$ cat config.mk
export PLATFORM = sky130hd
export DESIGN_NAME = sar_scan_ctrl
export DESIGN_NICKNAME = d
export VERILOG_FILES = /design/src/rtl/sar_scan_ctrl.sv
export SDC_FILE = /design/constraint.sdc
export NUM_CORES = 1
export LEC_CHECK = 0
export ABC_CLOCK_PERIOD_IN_PS = 1840
export CAP_MARGIN = 10
export CORE_UTILIZATION = 30
export CTS_BUF_LIST = sky130_fd_sc_hd__clkbuf_2
export DETAILED_ROUTE_END_ITERATION = 8
export HOLD_SLACK_MARGIN = 0.15
export PLACE_DENSITY = 0.5
export SLEW_MARGIN = 15
export SYNTH_ARGS = -nofsm -noshare
export SYNTH_HDL_FRONTEND = slang
export SYNTH_SLANG_ARGS = --single-unit
$ cat constraint.sdc
create_clock -name clk_i -period 1.84 [get_ports clk_i]
set_input_delay 0.184 -clock clk_i [delete_from_list [all_inputs] [get_ports clk_i]]
set_output_delay 0.184 -clock clk_i [all_outputs]
set_load 0.01 [all_outputs]
$ cat src/rtl/sar_scan_ctrl.sv
// sar_scan_ctrl: multi-channel successive-approximation ADC controller with a channel-scan
// sequencer, continuous mode and a valid/ready result port.
// Optional averaging of 2**AVG_LOG2 passes per channel is compiled in with SAR_AVG_EN.
module sar_scan_ctrl #(
  parameter int unsigned RESOLUTION = 8,
  parameter int unsigned CHANNELS   = 4,
  parameter int unsigned SAMPLE_W   = 4,
  parameter int unsigned AVG_LOG2   = 2,
  localparam int unsigned CH_W      = (CHANNELS > 1) ? $clog2(CHANNELS) : 1
) (
  input  logic                  clk_i,
  input  logic                  rst_i,
  input  logic                  start_i,
  input  logic [CHANNELS-1:0]   chan_mask_i,
  input  logic [SAMPLE_W-1:0]   sample_cycles_i,
  input  logic                  cont_i,
  input  logic                  comp_i,
  output logic                  sample_o,
  output logic [CH_W-1:0]       chan_sel_o,
  output logic [RESOLUTION-1:0] dac_o,
  output logic                  busy_o,
  output logic                  res_valid_o,
  input  logic                  res_ready_i,
  output logic [RESOLUTION-1:0] res_data_o,
  output logic [CH_W-1:0]       res_chan_o
);

  typedef enum logic [1:0] {StIdle, StSample, StConvert, StResult} state_e;

  localparam logic [RESOLUTION-1:0] TrialMsb = {1'b1, {(RESOLUTION-1){1'b0}}};

  state_e                state_q, state_d;
  logic [CHANNELS-1:0]   mask_q, mask_d;
  logic [SAMPLE_W-1:0]   slen_q, slen_d;
  logic [SAMPLE_W-1:0]   cnt_q, cnt_d;
  logic [RESOLUTION-1:0] trial_q, trial_d;   // one-hot bit under test
  logic [RESOLUTION-1:0] bits_q, bits_d;     // bits already decided
  logic [CH_W-1:0]       chan_q, chan_d;
  logic [RESOLUTION-1:0] res_data_q, res_data_d;

`ifdef SAR_AVG_EN
  localparam int unsigned ACC_W  = RESOLUTION + AVG_LOG2;
  localparam int unsigned PASS_W = AVG_LOG2 + 1;
  localparam logic [PASS_W-1:0] LastPass = PASS_W'((1 << AVG_LOG2) - 1);

  logic [ACC_W-1:0]  acc_q, acc_d;
  logic [PASS_W-1:0] pass_q, pass_d;
  logic [ACC_W-1:0]  acc_sum;
`endif

  logic [CH_W-1:0] low_in, low_q, next_chan;
  logic            has_next;

  function automatic logic [CH_W-1:0] lowest_set(input logic [CHANNELS-1:0] m);
    lowest_set = '0;
    for (int i = int'(CHANNELS) - 1; i >= 0; i--) begin
      if (m[i]) lowest_set = CH_W'(i);
    end
  endfunction

  // Channel search: lowest set bit of the start mask / latched mask, and next set bit above
  // the current channel.
  always_comb begin
    low_in    = lowest_set(chan_mask_i);
    low_q     = lowest_set(mask_q);
    next_chan = '0;
    has_next  = 1'b0;
    for (int i = int'(CHANNELS) - 1; i >= 0; i--) begin
      if (mask_q[i] && (i > int'(chan_q))) begin
        next_chan = CH_W'(i);
        has_next  = 1'b1;
      end
    end
  end

  // Sequencer next-state: sample timing, bit decisions and scan progression.
  always_comb begin
    state_d    = state_q;
    mask_d     = mask_q;
    slen_d     = slen_q;
    cnt_d      = cnt_q;
    trial_d    = trial_q;
    bits_d     = bits_q;
    chan_d     = chan_q;
    res_data_d = res_data_q;
`ifdef SAR_AVG_EN
    acc_d      = acc_q;
    pass_d     = pass_q;
    acc_sum    = '0;
`endif
    case (state_q)
      StIdle: begin
        if (start_i && (chan_mask_i != '0)) begin
          mask_d  = chan_mask_i;
          slen_d  = (sample_cycles_i == '0) ? SAMPLE_W'(1) : sample_cycles_i;
          chan_d  = low_in;
          cnt_d   = '0;
`ifdef SAR_AVG_EN
          pass_d  = '0;
`endif
          state_d = StSample;
        end
      end
      StSample: begin
        if (cnt_q == slen_q - SAMPLE_W'(1)) begin
          cnt_d   = '0;
          trial_d = TrialMsb;
          bits_d  = '0;
          state_d = StConvert;
        end else begin
          cnt_d = cnt_q + SAMPLE_W'(1);
        end
      end
      StConvert: begin
        if (comp_i) bits_d = bits_q | trial_q;
        trial_d = trial_q >> 1;
        if (trial_q[0]) begin
`ifdef SAR_AVG_EN
          // First pass of a channel overwrites the accumulator instead of adding to it.
          acc_sum = ((pass_q == '0) ? '0 : acc_q) + ACC_W'(bits_d);
          acc_d   = acc_sum;
          if (pass_q == LastPass) begin
            res_data_d = RESOLUTION'(acc_sum >> AVG_LOG2);
            state_d    = StResult;
          end else begin
            pass_d  = pass_q + PASS_W'(1);
            cnt_d   = '0;
            state_d = StSample;
          end
`else
          res_data_d = bits_d;
          state_d    = StResult;
`endif
        end
      end
      StResult: begin
        if (res_ready_i) begin
          cnt_d = '0;
`ifdef SAR_AVG_EN
          pass_d = '0;
`endif
          if (has_next) begin
            chan_d  = next_chan;
            state_d = StSample;
          end else if (cont_i) begin
            chan_d  = low_q;
            state_d = StSample;
          end else begin
            state_d = StIdle;
          end
        end
      end
      default: state_d = StIdle;
    endcase
  end

  // State registers; reset discards any conversion in flight.
  always_ff @(posedge clk_i or posedge rst_i) begin
    if (rst_i) begin
      state_q    <= StIdle;
      mask_q     <= '0;
      slen_q     <= '0;
      cnt_q      <= '0;
      trial_q    <= '0;
      bits_q     <= '0;
      chan_q     <= '0;
      res_data_q <= '0;
`ifdef SAR_AVG_EN
      acc_q      <= '0;
      pass_q     <= '0;
`endif
    end else begin
      state_q    <= state_d;
      mask_q     <= mask_d;
      slen_q     <= slen_d;
      cnt_q      <= cnt_d;
      trial_q    <= trial_d;
      bits_q     <= bits_d;
      chan_q     <= chan_d;
      res_data_q <= res_data_d;
`ifdef SAR_AVG_EN
      acc_q      <= acc_d;
      pass_q     <= pass_d;
`endif
    end
  end

  // Outputs decoded from state; chan_q holds from SAMPLE entry through the handshake.
  always_comb begin
    sample_o    = (state_q == StSample);
    dac_o       = (state_q == StConvert) ? (bits_q | trial_q) : '0;
    busy_o      = (state_q != StIdle);
    res_valid_o = (state_q == StResult);
    chan_sel_o  = chan_q;
    res_chan_o  = chan_q;
    res_data_o  = res_data_q;
  end

endmodule

==> flow_metrics.env <==
export IMPL_min_period_over_period=0.981
export IMPL_drt_total_wl_um=4900
export IMPL_track_usage=0.144
export IMPL_grt_pass1_vias=1677
export IMPL_slew_headroom=0.657
export IMPL_crit_arrival_ps=2100
export IMPL_finalSetupViolCount=0
export IMPL_cts_hold_buffers=0
export IMPL_cp_data_required_time_ps=2140
export IMPL_placed_cell_area_um2=2770
export IMPL_layout_common_cells="dfrtp_1, buf_4, clkdlybuf4s50_1, a21oi_1, nand2_1"
export IMPL_min_path_type="input pin to asynchronous set/reset pin"
export IMPL_syn_num_nets=226
export IMPL_clkTransAtPathRegs_ps=200
export IMPL_drtIter0Drc=108
export IMPL_die_w_um=85.7
export IMPL_dp_cells=353
export IMPL_area_delta_synth_final_pct=37.4
export IMPL_cts_tree="built"
export IMPL_start_util=0.309
export IMPL_power_leakage_nw=1.23
export IMPL_core_area_um2=6790
export IMPL_synth_cell_types=43
export IMPL_maxSlewViolCount=0
export IMPL_outcome="finished clean"
export IMPL_chipHeight_um=85.7
export IMPL_grt_overflow=0
export IMPL_clockRootBuffer="clkbuf_2"
export IMPL_antenna_found_initial=0
export IMPL_synth_seq_area_share=0.477
export IMPL_viasPerCell=4.75
export IMPL_dp_hpwl_um=3470
export IMPL_die_area_um2=7340
export IMPL_ant_nets=0
export IMPL_ios=37
export IMPL_netlist_area_leader_share=0.477
export IMPL_cts_buffer_depth=2
export IMPL_start_kind="flop"
export IMPL_finalHoldViolCount=0
export IMPL_final_cells=365
export IMPL_synth_seq_cells=40
export IMPL_min_period_ps=1810
export IMPL_drive_gt1_frac=0.253
export IMPL_tightest_slew_ps=515
export IMPL_fin_area_um2=2890
export IMPL_cp_end_kind="flop"
export IMPL_fillCellCount=685
export IMPL_ir_drop_mv=0.728
export IMPL_n_antenna_cell=0
export IMPL_rsz0062_at_grt="yes"
export IMPL_syn_area_um2=2100
export IMPL_timing_fmax_ghz=0.554
export IMPL_yosys_area_top_type="dfrtp_1"
export IMPL_path_class="flop to flop"
export IMPL_port_buffers=36
export IMPL_via_count=1733
export IMPL_final_common_cell="dfrtp_1"
export IMPL_cts_buffers=5
export IMPL_gpl_final_weighted_congestion=0.756
export IMPL_first_pass_iters=4
export IMPL_grt_max_degree=41
export IMPL_drc_errors=0
export IMPL_final_setup_skew_ps=7.71
export IMPL_yosys_warnings=0
export IMPL_powerDensity_nw_per_um2=1560
export IMPL_avgSynthCellArea_um2=10.2
export IMPL_wl_per_cell_um=13.4
export IMPL_grt_pass1_wl_um=8230
export IMPL_row_count=30
export IMPL_insertion_delay_ps=380
export IMPL_cp_max_fo=4
export IMPL_fin_nets=289
export IMPL_cap_violations=0
export IMPL_clock_sinks=40
export IMPL_synth_cells=206
export IMPL_htreeDepth=2
export IMPL_yosys_top_cells_area="dfrtp_1, a21oi_1, mux2_1"
## cell usage after synthesis (all sizes together)
cell and n:
a211oi 1, a21bo 1, a21o 1, a21oi 24, a221o 2, a22o 8
a32o 3, a41oi 1, and2 3, buf 4, clkbuf 7, dfrtp 40
ha 6, inv 11, mux2 8, mux2i 2, nand2 14, nand2b 6
nand3 3, nor2 13, nor3 6, nor4 1, o2111a 1, o21a 9
o21ai 14, o21bai 1, o22ai 1, o2bb2ai 1, o31ai 1, o41ai 6
or2 2, xnor2 2, xnor3 1, xor2 2
## metal layers
layer  vias up  wire [um]  global-route usage
li1        873          -                   -
met1       829       2490               0.202
met2        29       2220               0.222
met3         2        148              0.0298
met4         0         39              0.0515
met5         -          0                   0
## stage by stage
| step | total power, W | utilization | hold slack (ps) | TNS (ps) | setup WS [ps] |
|---|---|---|---|---|---|
| 6_report | 0.00449 | 0.425 | 200 | 0 | 34.6 |
| 5_1_grt | 0.00485 | 0.425 | 220 | -175 | -41.2 |
| 4_1_cts | 0.00425 | 0.410 | 174 | 0 | 2.61 |
| 3_5_place_dp | 0.00388 | 0.408 | 516 | -46.8 | -38.2 |
| 3_3_place_gp | 0.00387 | 0.408 | 503 | -21.7 | -21.7 |
| 2_1_floorplan | 0.00283 | - | 316 | 0 | 7.16 |
## critical path: stages, from the launching register on
cell,delay (ps)
dfrtp_1,410
inv_2,60
ha_4,250
xor2_1,170
nand3_2,180
o21a_4,250
nor2_4,90
mux2_4,300
## sequential cells by signal, summed over array words and instances, names as in the netlist
| name | count |
|---|---|
| trial_q | 8 |
| mask_q | 4 |
| state_q | 2 |
| cnt_q | 4 |
| chan_sel_o | 2 |
| res_data_o | 8 |
| bits_q | 8 |
| slen_q | 4 |
## cells by family after synthesis
group / Yosys count / synth area share
compound gates: 75 / 0.247
xor+xnor: 5 / 0.0310
fa+ha+maj: 6 / 0.0358
buf+inv: 22 / 0.0471
flops: 40 / 0.477
mux: 10 / 0.0524
simple gates: 48 / 0.110
## what timing repair did
item	in CTS	in global routing
setup buffers	2	3
endpoints found under the setup margin	12	22
gates resized for setup	38	15
pin swaps	2	5
## report_power, final
part           switching [W]  total, W  internal, W
Combinational        0.00130   0.00269      0.00139
Sequential          0.000280   0.00142      0.00114
Clock               0.000292  0.000376    0.0000839
## worst paths after layout
check	start	end	slack, ps	depth (start not counted)
hold / removal	rst_i	bits_q[4]$_DFFE_PP0P_	200	3
min in group clk_i	sample_cycles_i[3]	slen_q[3]$_DFFE_PP0P_	410	2
hold reg to reg	res_data_o[2]$_DFFE_PP0P_	res_data_o[2]$_DFFE_PP0P_	560	2
max in group asynchronous	rst_i	slen_q[0]$_DFFE_PP0P_	1290	3
setup / recovery	slen_q[0]$_DFFE_PP0P_	state_q[1]$_DFFE_PP0P_	30	7
setup reg to reg	slen_q[0]$_DFFE_PP0P_	state_q[1]$_DFFE_PP0P_	30	7
## cell type report
class / count / area [um2] / share of cell area
Multi-Input combinational cell: 144 / 1090 / 0.379
Sequential cell: 40 / 1000 / 0.347
Timing Repair Buffer: 67 / 591 / 0.205
Tap cell: 96 / 120 / 0.0416
Inverter: 11 / 41.3 / 0.0143
Clock buffer: 5 / 25.0 / 0.00867
Clock inverter: 2 / 12.5 / 0.00434
(Power assumes the default switching activity.)
